File: config.mk
export PLATFORM = sky130hd
export DESIGN_NAME = cluster_ctrl_seq_unit
export DESIGN_NICKNAME = d
export VERILOG_FILES = /design/src/rtl/cluster_ctrl_seq_unit.sv
export SDC_FILE = /design/constraint.sdc
export NUM_CORES = 1
export LEC_CHECK = 0
export BUFFER_PORTS_ARGS = -buffer_cell sky130_fd_sc_hd__buf_2
export CORE_ASPECT_RATIO = 1.5
export CORE_MARGIN = 3
export CORE_UTILIZATION = 49
export DETAILED_ROUTE_END_ITERATION = 8
export GPL_TIMING_DRIVEN = 0
export PLACE_DENSITY = 0.77
export SYNTH_ARGS = -nofsm -noshare
export SYNTH_HDL_FRONTEND = slang
export SYNTH_SLANG_ARGS = --single-unit
File: constraint.sdc
create_clock -name clk_i -period 12.79 [get_ports clk_i]
set_input_delay 2.558 -clock clk_i [delete_from_list [all_inputs] [get_ports clk_i]]
set_output_delay 2.558 -clock clk_i [all_outputs]
set_load 0.01 [all_outputs]
File: src/rtl/cluster_ctrl_seq_unit.sv
// Cluster control unit with a staggered core-start sequencer.
//
// Holds the end-of-computation flag, per-core fetch enables, per-core boot
// addresses and software event pulses. A start (register write or a rising
// edge on fetch_en_i) runs a sequencer that enables masked cores one at a
// time, with a programmable gap between enables to limit inrush current.
//
// Ports:
//   clk_i, rst_i        clock, asynchronous active-high reset
//   fetch_en_i          asynchronous external start request
//   req_i .. id_i       peripheral bus request (wen_i=1 is a read)
//   gnt_o, r_*_o        bus grant and response (one cycle after each request)
//   eoc_o               end of computation flag
//   event_o             one-cycle software event pulses
//   seq_done_o          one-cycle pulse when a sequence finishes
//   fetch_enable_o      per-core fetch enable
//   boot_addr_o         per-core boot address, core i at [32*i +: 32]
module cluster_ctrl_seq_unit #(
    parameter int unsigned NB_CORES     = 8,
    parameter int unsigned NB_EVENTS    = 4,
    parameter int unsigned PER_ID_WIDTH = 5,
    parameter logic [31:0] BOOT_ADDR    = 32'h1C000000,
    parameter logic [15:0] STAGGER_RST  = 16'd16
) (
    input  logic                      clk_i,
    input  logic                      rst_i,
    input  logic                      fetch_en_i,
    input  logic                      req_i,
    input  logic [31:0]               add_i,
    input  logic                      wen_i,
    input  logic [31:0]               wdata_i,
    input  logic [PER_ID_WIDTH-1:0]   id_i,
    output logic                      gnt_o,
    output logic                      r_valid_o,
    output logic [31:0]               r_rdata_o,
    output logic [PER_ID_WIDTH-1:0]   r_id_o,
    output logic                      r_opc_o,
    output logic                      eoc_o,
    output logic [NB_EVENTS-1:0]      event_o,
    output logic                      seq_done_o,
    output logic [NB_CORES-1:0]       fetch_enable_o,
    output logic [NB_CORES*32-1:0]    boot_addr_o
);

    // Wide enough to hold NB_CORES itself (scan end marker).
    localparam int unsigned IdxW = 5;

    typedef enum logic [1:0] {StIdle, StScan, StWait} state_e;

    // Register state
    logic                            eoc_q, eoc_d;
    logic [NB_CORES-1:0]             fetch_en_q, fetch_en_d;
    logic [15:0]                     stagger_q, stagger_d;
    logic [NB_CORES-1:0]             seq_mask_q, seq_mask_d;
    logic                            done_q, done_d;
    logic [NB_EVENTS-1:0]            event_q, event_d;
    logic [NB_CORES-1:0][31:0]       boot_addr_q, boot_addr_d;

    // Bus response
    logic                            r_valid_q, r_valid_d;
    logic [31:0]                     r_rdata_q, r_rdata_d;
    logic [PER_ID_WIDTH-1:0]         r_id_q, r_id_d;

    // Sequencer
    state_e                          state_q, state_d;
    logic [IdxW-1:0]                 idx_q, idx_d;
    logic [15:0]                     cnt_q, cnt_d;
    logic [NB_CORES-1:0]             mask_lat_q, mask_lat_d;
    logic [15:0]                     stag_lat_q, stag_lat_d;
    logic                            seq_done_q, seq_done_d;

    // fetch_en_i synchroniser (two stages) plus edge-detect stage
    logic [2:0]                      sync_q, sync_d;

    logic [5:0]                      reg_idx;
    logic                            wr_en;
    logic                            rd_en;
    logic                            busy;
    logic                            fetch_edge;
    logic [31:0]                     rdata;
    logic                            found;
    logic [IdxW-1:0]                 found_idx;
    logic                            unused_bits;

    assign reg_idx    = add_i[7:2];
    assign wr_en      = req_i & ~wen_i;
    assign rd_en      = req_i & wen_i;
    assign busy       = (state_q != StIdle);
    assign sync_d     = {sync_q[1:0], fetch_en_i};
    assign fetch_edge = sync_q[1] & ~sync_q[2];
    assign unused_bits = ^{add_i[31:8], add_i[1:0], wdata_i};

    // Read mux, sampled in the request cycle.
    always_comb begin
        rdata = '0;
        case (reg_idx)
            6'h00: rdata[0] = eoc_q;
            6'h01, 6'h02, 6'h03: rdata[NB_CORES-1:0] = fetch_en_q;
            6'h04: rdata[15:0] = stagger_q;
            6'h05: rdata[NB_CORES-1:0] = seq_mask_q;
            6'h06: rdata[1:0] = {done_q, busy};
            default: begin
                if (reg_idx[5:4] == 2'b01) begin
                    for (int i = 0; i < NB_CORES; i++) begin
                        if (reg_idx[3:0] == 4'(i)) rdata = boot_addr_q[i];
                    end
                end
            end
        endcase
    end

    // Lowest latched mask bit at or above idx_q.
    always_comb begin
        found     = 1'b0;
        found_idx = '0;
        for (int i = NB_CORES - 1; i >= 0; i--) begin
            if (mask_lat_q[i] && (IdxW'(i) >= idx_q)) begin
                found     = 1'b1;
                found_idx = IdxW'(i);
            end
        end
    end

    always_comb begin
        logic                start_wr;
        logic [NB_CORES-1:0] seq_set;

        eoc_d       = eoc_q;
        fetch_en_d  = fetch_en_q;
        stagger_d   = stagger_q;
        seq_mask_d  = seq_mask_q;
        done_d      = done_q;
        event_d     = '0;
        boot_addr_d = boot_addr_q;
        r_valid_d   = req_i;
        r_rdata_d   = rd_en ? rdata : 32'h0;
        r_id_d      = req_i ? id_i : r_id_q;
        state_d     = state_q;
        idx_d       = idx_q;
        cnt_d       = cnt_q;
        mask_lat_d  = mask_lat_q;
        stag_lat_d  = stag_lat_q;
        seq_done_d  = 1'b0;
        start_wr    = 1'b0;
        seq_set     = '0;

        if (wr_en) begin
            case (reg_idx)
                6'h00: eoc_d = wdata_i[0];
                6'h01: fetch_en_d = wdata_i[NB_CORES-1:0];
                6'h02: fetch_en_d = fetch_en_q | wdata_i[NB_CORES-1:0];
                6'h03: fetch_en_d = fetch_en_q & ~wdata_i[NB_CORES-1:0];
                6'h04: stagger_d = wdata_i[15:0];
                6'h05: seq_mask_d = wdata_i[NB_CORES-1:0];
                6'h06: begin
                    if (wdata_i[1]) done_d = 1'b0;
                    start_wr = wdata_i[0];
                end
                6'h07: event_d = wdata_i[NB_EVENTS-1:0];
                default: begin
                    if (reg_idx[5:4] == 2'b01) begin
                        for (int i = 0; i < NB_CORES; i++) begin
                            if (reg_idx[3:0] == 4'(i)) boot_addr_d[i] = wdata_i;
                        end
                    end
                end
            endcase
        end

        unique case (state_q)
            StIdle: begin
                if (start_wr || fetch_edge) begin
                    state_d    = StScan;
                    idx_d      = '0;
                    // External start ignores SEQ_MASK and brings up every core.
                    mask_lat_d = fetch_edge ? {NB_CORES{1'b1}} : seq_mask_q;
                    stag_lat_d = stagger_q;
                end
            end
            StScan: begin
                if (found) begin
                    for (int i = 0; i < NB_CORES; i++) begin
                        if (found_idx == IdxW'(i)) seq_set[i] = 1'b1;
                    end
                    idx_d = found_idx + IdxW'(1);
                    cnt_d = stag_lat_q;
                    if (stag_lat_q != 16'd0) state_d = StWait;
                end else begin
                    state_d    = StIdle;
                    seq_done_d = 1'b1;
                    done_d     = 1'b1;
                end
            end
            StWait: begin
                cnt_d = cnt_q - 16'd1;
                if (cnt_q <= 16'd1) state_d = StScan;
            end
            default: state_d = StIdle;
        endcase

        // Applied after bus updates so the sequencer set wins a same-cycle clear.
        fetch_en_d = fetch_en_d | seq_set;
    end

    always_ff @(posedge clk_i or posedge rst_i) begin
        if (rst_i) begin
            eoc_q       <= 1'b0;
            fetch_en_q  <= '0;
            stagger_q   <= STAGGER_RST;
            seq_mask_q  <= '0;
            done_q      <= 1'b0;
            event_q     <= '0;
            boot_addr_q <= {NB_CORES{BOOT_ADDR}};
            r_valid_q   <= 1'b0;
            r_rdata_q   <= '0;
            r_id_q      <= '0;
            state_q     <= StIdle;
            idx_q       <= '0;
            cnt_q       <= '0;
            mask_lat_q  <= '0;
            stag_lat_q  <= '0;
            seq_done_q  <= 1'b0;
            sync_q      <= '0;
        end else begin
            eoc_q       <= eoc_d;
            fetch_en_q  <= fetch_en_d;
            stagger_q   <= stagger_d;
            seq_mask_q  <= seq_mask_d;
            done_q      <= done_d;
            event_q     <= event_d;
            boot_addr_q <= boot_addr_d;
            r_valid_q   <= r_valid_d;
            r_rdata_q   <= r_rdata_d;
            r_id_q      <= r_id_d;
            state_q     <= state_d;
            idx_q       <= idx_d;
            cnt_q       <= cnt_d;
            mask_lat_q  <= mask_lat_d;
            stag_lat_q  <= stag_lat_d;
            seq_done_q  <= seq_done_d;
            sync_q      <= sync_d;
        end
    end

    assign gnt_o          = 1'b1;
    assign r_opc_o        = 1'b0;
    assign r_valid_o      = r_valid_q;
    assign r_rdata_o      = r_rdata_q;
    assign r_id_o         = r_id_q;
    assign eoc_o          = eoc_q;
    assign event_o        = event_q;
    assign seq_done_o     = seq_done_q;
    assign fetch_enable_o = fetch_en_q;
    assign boot_addr_o    = boot_addr_q;

endmodule

== After elaboration in Yosys (flattened, before gate mapping) ==
Index checks and enable logic that the tools add are counted.

* Output and inout bits: 310
* Bits of input ports: 74
* Logic and storage cells: 175
* Register bits: 383

* Equal/unequal tests: 28
* Add/subtract/negate cells: 2
* Reductions and logical operators: 37
* Bitwise operators: 10
* Multiplexer cells: 65
* Order comparisons: 9

{| class="wikitable"
|+ Operators with widths
! kind !! number
|-
| 2-to-1 mux 32 bit || 10
|-
| 2-to-1 mux 5 bit || 9
|-
| 2-to-1 mux 16 bit || 2
|-
| 2-to-1 mux 8 bit || 4
|-
| case mux 16 bit (2 select lines) || 1
|-
| AND reduction 4 bit || 8
|-
| 2-to-1 mux 1 bit || 25
|-
| == test 6 x 3 -> 1 bit, second input constant || 4
|-
| case mux 6 bit (4 select lines) || 1
|-
| case mux 8 bit (3 select lines) || 1
|-
| == test 5 x 3 -> 1 bit, second input constant || 4
|-
| greater-or-equal comparator 3 x 5 -> 1 bit, first input constant || 4
|-
| == test 4 x 3 -> 1 bit, second input constant || 4
|-
| <= comparator 16 x 1 -> 1 bit, second input constant || 1
|-
| bitwise OR 8 bit || 2
|-
| case mux 8 bit (2 select lines) || 1
|-
| nonzero test 16 bit || 1
|-
| subtractor 16 x 1 -> 16 bit, second input constant || 1
|-
| == test 6 x 2 -> 1 bit, second input constant || 2
|-
| == test 5 x 2 -> 1 bit, second input constant || 2
|-
| greater-or-equal comparator 1 x 5 -> 1 bit, first input constant || 2
|-
| greater-or-equal comparator 2 x 5 -> 1 bit, first input constant || 2
|-
| case mux 1 bit (5 select lines) || 2
|-
| case mux 5 bit (2 select lines) || 1
|-
| 31 further kinds || 57
|}

== Depth between registers and ports, before layout ==
Gate-level depths: netlist of the first run.

* Depth in word-level cells: 15
* Depth in mapped cells: 10

== Worst setup path after synthesis of the first run ==
OpenSTA, ideal clock, no wires.

* Path type: input to register
* Start point: input port req_i
* End point: register stag_lat_q[0]
* Cell stages on the path: 8
* Arrival time: 3.973 ns
* Slack: 8.690 ns
* Library setup time: 0.127 ns
* Path buffers: 4
* Path through: buf_4 -> nor2b_1 -> buf_4 -> a41oi_1 -> or2_1 -> buf_2 -> buf_6 -> mux2_1

* Cells in the longest elaborated chain, start to end: 4

{| class="wikitable"
|+ RTL lines
! element !! line !! text
|-
| from (decl) || 28 || <nowiki>input logic req_i,</nowiki>
|-
| AND 1 bit || 86 || <nowiki>assign wr_en = req_i & ~wen_i;</nowiki>
|-
| 2-to-1 mux 1 bit || 147 || <nowiki>if (wr_en) begin</nowiki>
|-
| logical OR 1 bit || 172 || <nowiki>if (start_wr || fetch_edge) begin</nowiki>
|-
| AND reduction 2 bit (no line) || - ||
|-
| to (signal assigned) || 239 || <nowiki>stag_lat_q <= stag_lat_d;</nowiki>
|-
| to (decl) || 69 || <nowiki>logic [15:0] stag_lat_q, stag_lat_d;</nowiki>
|}

Every way passes these cells.
A chain may end at the register's enable or synchronous reset.

== Final worst setup path of the first run ==
* Start point: input port req_i
* End point: register r_rdata_q[27] (netlist: r_rdata_o[27])

* Cells in the longest elaborated chain, start to end: 2

{| class="wikitable"
|+ RTL lines
! element !! line !! text
|-
| AND 1 bit || 87 || <nowiki>assign rd_en = req_i & wen_i;</nowiki>
|-
| 2-to-1 mux 32 bit || 136 || <nowiki>r_rdata_d = rd_en ? rdata : 32'h0;</nowiki>
|-
| via r_rdata_d[27] || 61 || <nowiki>logic [31:0] r_rdata_q, r_rdata_d;</nowiki>
|-
| to (signal assigned) || 233 || <nowiki>r_rdata_q <= r_rdata_d;</nowiki>
|-
| to (decl) || 61 ||
|}

The timed path passes the listed nets, and every way through them passes these cells.

==> flow_summary.json, run 1 <==
{
  "status": "finished clean",
  "finalNetCount": 1886,
  "start_util": 0.5026,
  "setup-tns-final_ns": 0,
  "cpPeakStageDelay_ns": 0.63,
  "path_class": "in2reg",
  "hold_class": "reg2reg",
  "synth-simple-area-share": 0.07235,
  "grt_overflow": 0,
  "swShare": 0.3090,
  "hold_viol": 0,
  "synth_compound_area_frac": 0.1060,
  "cts_buffers": 38,
  "grt_pass1_vias": 14370,
  "cp_slowest_cell": "clkbuf_1",
  "power.leakage_nw": 10.87,
  "ir_drop_mv": 0.1271,
  "place_area_sq_um": 19940,
  "dieWidth_microns": 159.8,
  "yosysWarnings": 0,
  "synth-seq-cells": 382,
  "synth.top_cells.by_area": "dfrtp_1 (51%), mux2_2 (19%), dfstp_2 (3.8%)",
  "antenna_found_initial": 3,
  "ys_seq_area_frac": 0.5518,
  "drt-initial-drc-count": 945,
  "crit_chain": "buf_2 -> buf_4 -> nand2_1 -> nor2_1 -> clkbuf_1 -> clkbuf_1 -> o21ai_0 -> a21oi_1",
  "crit_start": "req_i",
  "drive_gt1_frac": 0.4629,
  "io_buffers": 354,
  "routed_wl_microns": 63110,
  "synth_top_cell_area_share": 0.5140,
  "antenna_left": 0,
  "clkPwrFrac": 0.345,
  "powerDensity_nw_per_um2": 159.0,
  "combinationalPowerShare": 0.213,
  "path_clk_slew_ns": 0.06,
  "viasPerCell": 6.093,
  "tightest_slew_ns": 0.9679,
  "cp.depth": 8,
  "synth_xor_area_frac": 0.004031,
  "skew_ns": 0.01635,
  "synth_edf_count": 0,
  "die_h_microns": 236.7,
  "synth_cell_types": 79,
  "rsz0062_at_grt": "false",
  "grt_max_degree": 44,
  "post-route-cell-area_sq_um": 21240,
  "hold_depth": 0,
  "clk_latency_ns": 0.54,
  "p_switching_w": 0.001043,
  "synth_area_per_cell_sq_um": 12.41,
  "fmax_mhz": 217.8,
  "ys.flop_type": "dfrtp_1",
  "maxSlewViolCount": 0,
  "synthArstFlopShare": 1.000,
  "cts_buffer_depth": 3,
  "critPathMaxFanout": 10,
  "core-area_sq_um": 34580,
  "dieArea_sq_um": 37810,
  "synth_adder_area_share": 0.005039,
  "firstDrtPassIters": 6,
  "path_common_cell": "clkbuf_1",
  "h-tree-depth": 2,
  "clock-sinks": 382,
  "syn_inst": 1401,
  "wl_per_cell_microns": 27.40,
  "syn_nets": 1482,
  "grt_pass1_wl_microns": 92580,
  "reg2regPathDepth": 9,
  "critPathBufInv": 4,
  "synthMuxAreaShare": 0.2304,
  "startpoint_type": "input port",
  "fin_crit_sh": 0.3589,
  "maxCapViolations": 0,
  "synth_area_leader_cell": "dfrtp_1",
  "cts_tree": "yes",
  "post-cts-setup-buffers": 0,
  "cts_root_buf": "clkbuf_16",
  "synth_top_family_by_area": "multiplexers",
  "setup_viol": 0,
  "maxSlewHeadroom": 0.3512,
  "syn_area_sq_um": 17380,
  "crit_arrival_ns": 4.99,
  "cp_top_family": "buffers and inverters",
  "p_int_w": 0.002333,
  "hpwlAfterDp_microns": 47490,
  "post_cts_resized": 0,
  "grt_use_total": 0.3262,
  "end_kind": "register",
  "hp-start": "sync_q[0]$_DFF_PP0_",
  "r2r_start": "idx_q[1]$_DFFE_PP0P_",
  "drc": 0,
  "hold_buffers": 0,
  "pwr-share-seq": 0.442,
  "required_ns": 13.19,
  "areaGrowthSynthToFinish_pct": 22.19,
  "vias": 14030,
  "gp_congestion": 0.9714,
  "fin_crit_ns": 4.590,
  "core.rowCount": 83,
  "ios": 384
}
cell usage in the layout (no fill, tap or decap), drive strengths merged, types with 17 or more instances in the layout:
master    n
a21oi   103
a22oi    23
buf     428
clkbuf   86
dfrtp   357
dfstp    25
mux2    315
mux2i    33
nand2    55
nand3    22
nor2     72
o21ai    71
o221ai   17
o22ai    22
synthesized netlist by cell type, types with 5 or more instances:
| cell | number |
|---|---|
| mux2_1 | 7 |
| mux2_2 | 298 |
| nor3_1 | 10 |
| and2_1 | 8 |
| mux2i_1 | 33 |
| and3_1 | 5 |
| nand4b_1 | 6 |
| mux2_4 | 10 |
| nor2b_1 | 11 |
| dfrtp_1 | 357 |
| inv_1 | 13 |
| o41ai_1 | 5 |
| buf_4 | 7 |
| buf_2 | 52 |
| nor2_1 | 69 |
| nor4_1 | 6 |
| xor2_1 | 5 |
| o221ai_1 | 17 |
| a22oi_1 | 23 |
| nand2b_1 | 11 |
| o21ai_0 | 67 |
| o22ai_1 | 22 |
| ha_1 | 7 |
| clkbuf_1 | 32 |
| nand3_1 | 22 |
| a21oi_1 | 103 |
| dfstp_2 | 25 |
| nand2_1 | 52 |
| or2_2 | 9 |
worst register-to-register path: stages (launching register included):
cell      delay, ns
dfrtp_1        0.33
buf_2          0.20
a21boi_0       0.20
a221oi_1       0.32
o21ai_0        0.14
a32oi_1        0.52
ha_1           0.30
ha_1           0.24
nand3_1        0.10
o31ai_1        0.09
final timing paths:
| check | endpoint | slack [ns] |
|---|---|---|
| hold reg to reg | sync_q[1]$_DFF_PP0_ | 0.36 |
| setup reg to reg | idx_q[2]$_DFFE_PP0P_ | 10.23 |
| setup / recovery | r_rdata_o[27]$_DFF_PP0_ | 8.20 |
| hold / removal | sync_q[1]$_DFF_PP0_ | 0.36 |
| max in group asynchronous | boot_addr_o[60]$_DFFE_PP1P_ | 8.87 |
| min in group asynchronous | r_id_o[2]$_DFFE_PP0P_ | 2.16 |
flip-flops by register name, summed over array words and instances (netlist names), 5 cells and up:
signal          cells
mask_lat_q          8
boot_addr_o       256
r_id_o              5
stag_lat_q         16
seq_mask_q          8
r_rdata_o          32
stagger_q          16
cnt_q              16
fetch_enable_o      8
layer usage:
layer | part of all wire | GRT usage
met3 | 0.083 | 0.08068
met2 | 0.50 | 0.5676
met1 | 0.34 | 0.3586
met4 | 0.070 | 0.1982
met5 | 0.00019 | 0
cell families (layout without fill, tap and decap cells):
family / count (synthesis) / in the layout
xor gates and xnor gates: 8 / 8
buffers and inverters: 110 / 543
other: 2 / 4
DFF: 382 / 382
AOI/OAI and AO/OA: 298 / 298
and+or+nand+nor: 242 / 242
adders and majority gates: 7 / 7
muxes: 352 / 352
power by group through the flow:
stage	Combinational, W	Clock, W	Sequential, W
final	0.000719	0.00116	0.00149
after global routing	0.000774	0.00122	0.00151
after CTS	0.000714	0.00117	0.00149
after detailed placement	0.000710	0	0.00151
after floorplan	0.000412	0	0.00151
after global placement	0.000690	0	0.00150
metrics by stage:
| step | worst slack, ns | cells | power (W) | hold WS (ns) | utilization |
|---|---|---|---|---|---|
| final | 8.200 | 2303 | 0.003376 | 0.3555 | 0.6141 |
| after global routing | 8.228 | 2303 | 0.003506 | 0.3685 | 0.6141 |
| after CTS | 8.311 | 2301 | 0.003375 | 0.3552 | 0.6138 |
| after global placement | 3.031 | 2222 | 0.002193 | 0.3409 | 0.5708 |
| after floorplan | 5.118 | 1401 | 0.001919 | 0.3312 | - |
| after detailed placement | 7.742 | 2232 | 0.002218 | 0.3405 | 0.5766 |
final cells by class:
type                    instances  area (sq um)
diodes                          2         5.005
plain buffers                  96         466.7
clock buffers                  54          1092
clock inverters                15         195.2
fillers                      2793         13340
inverters                      14         56.30
multi-input cells             909          7276
flip-flops and latches        382          9590
well taps                     467         584.3
repair buffers                364          1972
Power figures use the tool's default switching activity.
==> inputs of run 2 (changes only) <==
--- a/config.mk
+++ b/config.mk
@@ -8,10 +8,10 @@
 export BUFFER_PORTS_ARGS = -buffer_cell sky130_fd_sc_hd__buf_2
 export CORE_ASPECT_RATIO = 1.5
 export CORE_MARGIN = 3
-export CORE_UTILIZATION = 49
+export CORE_UTILIZATION = 52
 export DETAILED_ROUTE_END_ITERATION = 8
 export GPL_TIMING_DRIVEN = 0
-export PLACE_DENSITY = 0.77
+export PLACE_DENSITY = 0.78
 export SYNTH_ARGS = -nofsm -noshare
 export SYNTH_HDL_FRONTEND = slang
 export SYNTH_SLANG_ARGS = --single-unit
==> constraint.sdc (replaced) <==
create_clock -name clk_i -period 4.6 [get_ports clk_i]
set_input_delay 0.92 -clock clk_i [delete_from_list [all_inputs] [get_ports clk_i]]
set_output_delay 0.92 -clock clk_i [all_outputs]
set_load 0.01 [all_outputs]
==> run 2 against run 1 <==
- sequential power increased to 2.8 times the previous value
- first-iteration DRC count rose by 13%
- clock skew decreased by 0.0021 ns
- combinational power grew to 2.8 times the previous value
- register-to-register slack got worse by 8.2 ns
- die area down 5.6%
- total power grew to 2.7 times the previous value
- critical path depth did not move
- worst hold slack improved by 0.0028 ns
- via count hardly changed
- non-clock buffer count increased by 1
- setup slack lost 6.5 ns
- highest routed layer unchanged
==> flow_summary.json, run 2 (synthesis gave the netlist of run 1 again) <==
{
  "status": "finished clean",
  "wl_met2_microns": 31160,
  "critPathMaxFanout": 10,
  "setup-tns-final_ns": 0,
  "hold_buffers": 0,
  "cpPeakStageDelay_ns": 0.65,
  "ir_drop_mv": 0.3377,
  "fin_crit_ns": 2.894,
  "path_class": "in2reg",
  "crit_arrival_ns": 3.30,
  "setup_viol": 0,
  "io_buffers": 354,
  "areaGrowthSynthToFinish_pct": 21.37,
  "multi_input_area_sq_um": 7271,
  "ff2ff_setup_slack_ns": 2.07,
  "mostFrequentLayoutCells": "buf_2 (406), dfrtp_1 (357), mux2_2 (298)",
  "required_ns": 5.01,
  "crit_chain": "buf_2 -> buf_4 -> nand2_1 -> nor2_1 -> clkbuf_1 -> clkbuf_1 -> o21ai_0 -> a21oi_1",
  "crit_start": "req_i",
  "grt_pass1_wl_microns": 92380,
  "cp_slowest_cell": "clkbuf_1",
  "clock-sinks": 382,
  "ios": 384,
  "core-area_sq_um": 32840,
  "combinationalPowerShare": 0.215,
  "hold_class": "reg2reg",
  "clk_latency_ns": 0.54,
  "grt_pass1_vias": 14570,
  "power.leakage_nw": 10.84,
  "routed_wl_microns": 62320,
  "die_h_microns": 229.9,
  "cts_buffer_depth": 3,
  "grt_max_degree": 43,
  "startpoint_type": "input port",
  "wl_per_cell_microns": 27.72,
  "gp_congestion": 0.9650,
  "cts_buffers": 37,
  "h-tree-depth": 2,
  "firstDrtPassIters": 5,
  "clkPwrFrac": 0.336,
  "p_switching_w": 0.002848,
  "dieWidth_microns": 155.3,
  "powerDensity_nw_per_um2": 437.3,
  "rsz0062_at_grt": "false",
  "dr.max_layer_used": "met5",
  "antenna_found_initial": 3,
  "start_util": 0.5293,
  "end_kind": "register",
  "largest_reg_flops": 256,
  "post_cts_resized": 0,
  "fill_cells": 2586,
  "final_common_cell": "buf_2",
  "timing.rr.end": "idx_q[2]$_DFFE_PP0P_",
  "reg2regPathDepth": 8,
  "r2r_start": "idx_q[0]$_DFFE_PP0P_",
  "dieArea_sq_um": 35700,
  "maxCapViolations": 0,
  "antenna_left": 0,
  "final_util": 0.6424,
  "p_int_w": 0.006377,
  "ff_latch_area_sq_um": 9590,
  "cts_tree": "yes",
  "grt_use_total": 0.3457,
  "wl_met1_microns": 20790,
  "drive_gt1_frac": 0.4615,
  "drc": 0,
  "path_common_cell": "clkbuf_1",
  "fmax_mhz": 345.5,
  "met3_length_microns": 5512,
  "maxSlewHeadroom": 0.4091,
  "fin_crit_sh": 0.6292,
  "drt-initial-drc-count": 1069,
  "pwr-share-seq": 0.449,
  "vias": 14040,
  "grt_overflow": 0,
  "hpwlAfterDp_microns": 46710,
  "crit_path_end": "r_rdata_o[27]$_DFF_PP0_",
  "cts_root_buf": "clkbuf_16",
  "path_clk_slew_ns": 0.06,
  "hold_viol": 0,
  "skew_ns": 0.01422,
  "viasPerCell": 6.244,
  "tightest_slew_ns": 0.8864,
  "core.rowCount": 81,
  "swShare": 0.3087,
  "post-cts-setup-buffers": 0,
  "maxSlewViolCount": 0,
  "finalNetCount": 1886
}
-- run 2: worst min-delay path by stage --
stage	cells past startpoint	end	startpoint	slack [ns]
after floorplan	0	sync_q[1]$_DFF_PP0_	sync_q[0]$_DFF_PP0_	0.33
after global placement	0	sync_q[1]$_DFF_PP0_	sync_q[0]$_DFF_PP0_	0.34
after detailed placement	0	sync_q[1]$_DFF_PP0_	sync_q[0]$_DFF_PP0_	0.34
after CTS	0	sync_q[1]$_DFF_PP0_	sync_q[0]$_DFF_PP0_	0.36
after global routing	0	sync_q[1]$_DFF_PP0_	sync_q[0]$_DFF_PP0_	0.38
final	0	sync_q[1]$_DFF_PP0_	sync_q[0]$_DFF_PP0_	0.36
-- run 2: metal layers --
metal	GRT usage	vias to the layer above
met5	0	-
met4	0.2190	4
met3	0.08774	231
met2	0.5925	831
met1	0.3794	7046
li1	-	5924
-- run 2: critical path, delay by kind of cell --
kind	cells	cell delay, ns
AND/OR/NAND/NOR	2	0.36
AO/OA/AOI/OAI	2	0.50
buffers and inverters	4	1.52
-- run 2: cell type report --
| class | instances | area share |
|---|---|---|
| clock buffers | 54 | 0.05071 |
| clock inverters | 11 | 0.006465 |
| repair buffers | 365 | 0.09384 |
| well taps | 415 | 0.02462 |
| inverters | 14 | 0.002669 |
| multi-input cells | 909 | 0.3447 |
| flip-flops and latches | 382 | 0.4547 |
| plain buffers | 96 | 0.02212 |
| diodes | 2 | 0.0002373 |
-- run 2: power by group through the flow --
stage	clock network, W	registers (W)	logic (W)
floorplan	0	0.00419	0.00115
global placement	0	0.00417	0.00189
detailed placement	0	0.00419	0.00195
CTS	0.00311	0.00413	0.00197
global route	0.00325	0.00418	0.00215
finish	0.00310	0.00414	0.00198
-- run 2: stage by stage --
stage               cells  total power [W]  setup slack, ns  instance area (sq um)  hold WS, ns
floorplan            1401         0.005336           -1.434                  17380       0.3312
global placement     2170         0.006057           -3.547                  19680       0.3384
detailed placement   2180         0.006139            1.208                  19880       0.3442
CTS                  2245         0.009211            1.753                  21080       0.3593
global route         2247         0.009588            1.718                  21090       0.3769
finish               2248         0.009224            1.706                  21090       0.3583
==> inputs of run 3 (changes only) <==
--- a/config.mk
+++ b/config.mk
@@ -5,6 +5,7 @@
 export SDC_FILE = /design/constraint.sdc
 export NUM_CORES = 1
 export LEC_CHECK = 0
+export ABC_AREA = 1
 export BUFFER_PORTS_ARGS = -buffer_cell sky130_fd_sc_hd__buf_2
 export CORE_ASPECT_RATIO = 1.5
 export CORE_MARGIN = 3
==> constraint.sdc (replaced) <==
create_clock -name clk_i -period 2.7 [get_ports clk_i]
set_input_delay 0.54 -clock clk_i [delete_from_list [all_inputs] [get_ports clk_i]]
set_output_delay 0.54 -clock clk_i [all_outputs]
set_load 0.01 [all_outputs]
==> run 3 against run 2 <==
- worst hold slack lost 0.26 ns
- non-clock buffer count increased by 10
- register-to-register slack lost 1.4 ns
- wire length is 3.5% higher
- critical path type is now in2async
==> flow_summary.json, run 3 <==
{
  "fill_cells": 2747,
  "maxSlewHeadroom": 0.3797,
  "end_kind": "asynchronous set/reset pin",
  "cp_slowest_cell": "dlygate4sd3_1",
  "cts_buffers": 38,
  "cts_buffer_depth": 3,
  "antenna_left": 0,
  "synthArstFlopShare": 1.000,
  "cp_top_family": "buffers and inverters",
  "drt-initial-drc-count": 1511,
  "tightest_slew_ns": 0.9270,
  "dieArea_sq_um": 35150,
  "hold_depth": 1,
  "grt_overflow": 0,
  "syn_nets": 2118,
  "rsz0062_at_grt": "false",
  "grt_pass1_wl_microns": 97380,
  "syn_inst": 2037,
  "maxSlewViolCount": 0,
  "skew_ns": 0.03042,
  "hold_viol": 0,
  "synth_compound_area_frac": 0.1372,
  "yosysWarnings": 0,
  "drc": 0,
  "fin_crit_ns": 2.246,
  "fmax_mhz": 445.3,
  "start_util": 0.5323,
  "ys.flop_type": "dfrtp_1",
  "startpoint_type": "input port",
  "power.leakage_nw": 11.04,
  "synth.most_common_cell": "nand2_1",
  "synth_area_per_cell_sq_um": 8.397,
  "core.rowCount": 80,
  "ios": 384,
  "cts_tree": "yes",
  "path_common_cell": "buf_12",
  "reg2regPathDepth": 12,
  "hpwlAfterDp_microns": 48530,
  "vias": 16510,
  "critPathBufInv": 9,
  "synth.top_cells.by_area": "dfrtp_1 (52%), nand2_1 (13%), o21ai_0 (9.1%)",
  "fin_crit_sh": 0.8317,
  "grt_use_total": 0.3596,
  "h-tree-depth": 2,
  "core-area_sq_um": 32130,
  "synthTopCellsByCount": "nand2_1 (610), dfrtp_1 (357), o21ai_0 (311), inv_1 (151), nand3_1 (118)",
  "largest_reg_flops": 256,
  "grt_max_degree": 45,
  "final_common_cell": "nand2_1",
  "synth_adder_area_share": 0.005121,
  "dieWidth_microns": 154.1,
  "holdWs_ns": 0.09858,
  "post-route-cell-area_sq_um": 20950,
  "synth-simple-area-share": 0.2282,
  "clock-sinks": 382,
  "post-cts-setup-buffers": 0,
  "synth_area_leader_cell": "dfrtp_1",
  "place_area_sq_um": 19620,
  "crit_arrival_ns": 2.97,
  "antenna_found_initial": 2,
  "areaGrowthSynthToFinish_pct": 22.48,
  "status": "finished clean",
  "synth_edf_count": 0,
  "cpPeakStageDelay_ns": 0.53,
  "mostFrequentLayoutCells": "nand2_1 (610), buf_2 (422), dfrtp_1 (357)",
  "maxCapViolations": 0,
  "synth_xor_area_frac": 0.001536,
  "required_ns": 3.43,
  "cp.depth": 9,
  "gp_congestion": 0.9616,
  "path_class": "in2async",
  "cts_root_buf": "clkbuf_16",
  "hold_class": "in2reg",
  "clk_latency_ns": 0.56,
  "synth-seq-cells": 382,
  "viasPerCell": 5.729,
  "critPathMaxFanout": 42,
  "grt_pass1_vias": 16560,
  "io_buffers": 353,
  "wl_per_cell_microns": 22.38,
  "finalNetCount": 2523,
  "setup_viol": 0,
  "path_clk_slew_ns": 0.06,
  "ir_drop_mv": 0.6581,
  "synth_cell_types": 33,
  "synth_top_family_by_area": "simple AND/OR/NAND/NOR gates",
  "routed_wl_microns": 64510,
  "powerDensity_nw_per_um2": 770.9,
  "synthMuxAreaShare": 0,
  "syn_area_sq_um": 17100,
  "drive_gt1_frac": 0.2351,
  "synth_top_cell_area_share": 0.5223,
  "firstDrtPassIters": 7,
  "crit_chain": "dlygate4sd3_1 -> buf_2 -> clkinvlp_4 -> buf_12 -> buf_12 -> buf_12 -> buf_12 -> buf_12 -> buf_12",
  "die_h_microns": 228.1,
  "ys_seq_area_frac": 0.5607
}
-- run 3: path summary, 6_finish.rpt --
path                                       from                       to  slack (ns)
max reg2reg                idx_q[2]$_DFFE_PP0P_     idx_q[2]$_DFFE_PP0P_        0.68
min in group asynchronous                 rst_i     idx_q[1]$_DFFE_PP0P_        0.44
max in group clk_i                        req_i  r_rdata_o[21]$_DFF_PP0_        0.54
max                                       rst_i    r_id_o[0]$_DFFE_PP0P_        0.45
min reg2reg                 sync_q[0]$_DFF_PP0_      sync_q[1]$_DFF_PP0_        0.35
min                                  fetch_en_i      sync_q[0]$_DFF_PP0_         0.1
-- run 3: cell type report --
type | instances | area [sq um] | share of cell area
Sequential cell | 382 | 9590 | 0.4578
Multi-Input combinational cell | 1385 | 6372 | 0.3042
Timing Repair Buffer | 365 | 2004 | 0.09568
Clock buffer | 58 | 1137 | 0.05429
Inverter | 164 | 619.3 | 0.02956
Buffer | 106 | 525.5 | 0.02509
Tap cell | 410 | 513.0 | 0.02449
Clock inverter | 11 | 183.9 | 0.008780
Antenna cell | 1 | 2.502 | 0.0001195
-- run 3: layer usage --
| layer | GRT usage | vias up | routed length (microns) |
|---|---|---|---|
| met1 | 0.3947 | 7883 | 21360 |
| met3 | 0.09272 | 275 | 6129 |
| li1 | - | 7422 | - |
| met4 | 0.2140 | 2 | 4642 |
| met2 | 0.6215 | 929 | 32360 |
| met5 | 0 | - | 20 |
-- run 3: timing repair --
action,CTS,global route
hold endpoints to repair,5,0
hold buffers,1,0
resized for setup,0,0
-- run 3: worst reg2reg max path: stages, from the launching register on --
cell	delay, ns
dfrtp_1	0.44
a21oi_1	0.21
nand2_1	0.11
nand2_1	0.08
nand2_1	0.05
nand2_1	0.06
nand2_1	0.07
nand2_1	0.14
inv_1	0.08
ha_1	0.22
ha_1	0.30
nand3_1	0.10
nand2_1	0.06
-- run 3: cell families (layout without fill, tap and decap cells) --
family,Yosys count,count (layout)
other,2,3
flip-flops,382,382
buffers and inverters,270,704
XOR/XNOR,3,3
AND/OR/NAND/NOR,914,914
AO/OA/AOI/OAI,459,459
adder cells (fa/ha/maj),7,7
-- run 3: metrics by stage --
step	setup slack, ns	setup TNS, ns	power (W)	utilization	std cells
after detailed placement	0.06699	0	0.01055	0.6105	2811
final	0.4543	0	0.01615	0.6520	2882
after global placement	-5.021	-1848.43	0.01042	0.6034	2800
after CTS	0.4117	0	0.01612	0.6519	2881
after floorplan	-2.954	-1093.23	0.009159	-	2037
after global routing	0.2154	0	0.01687	0.6520	2882
-- run 3: power by group --
part	internal (W)	switching, W
Combinational	0.00117	0.00237
Sequential	0.00640	0.000577
Clock	0.00331	0.00232
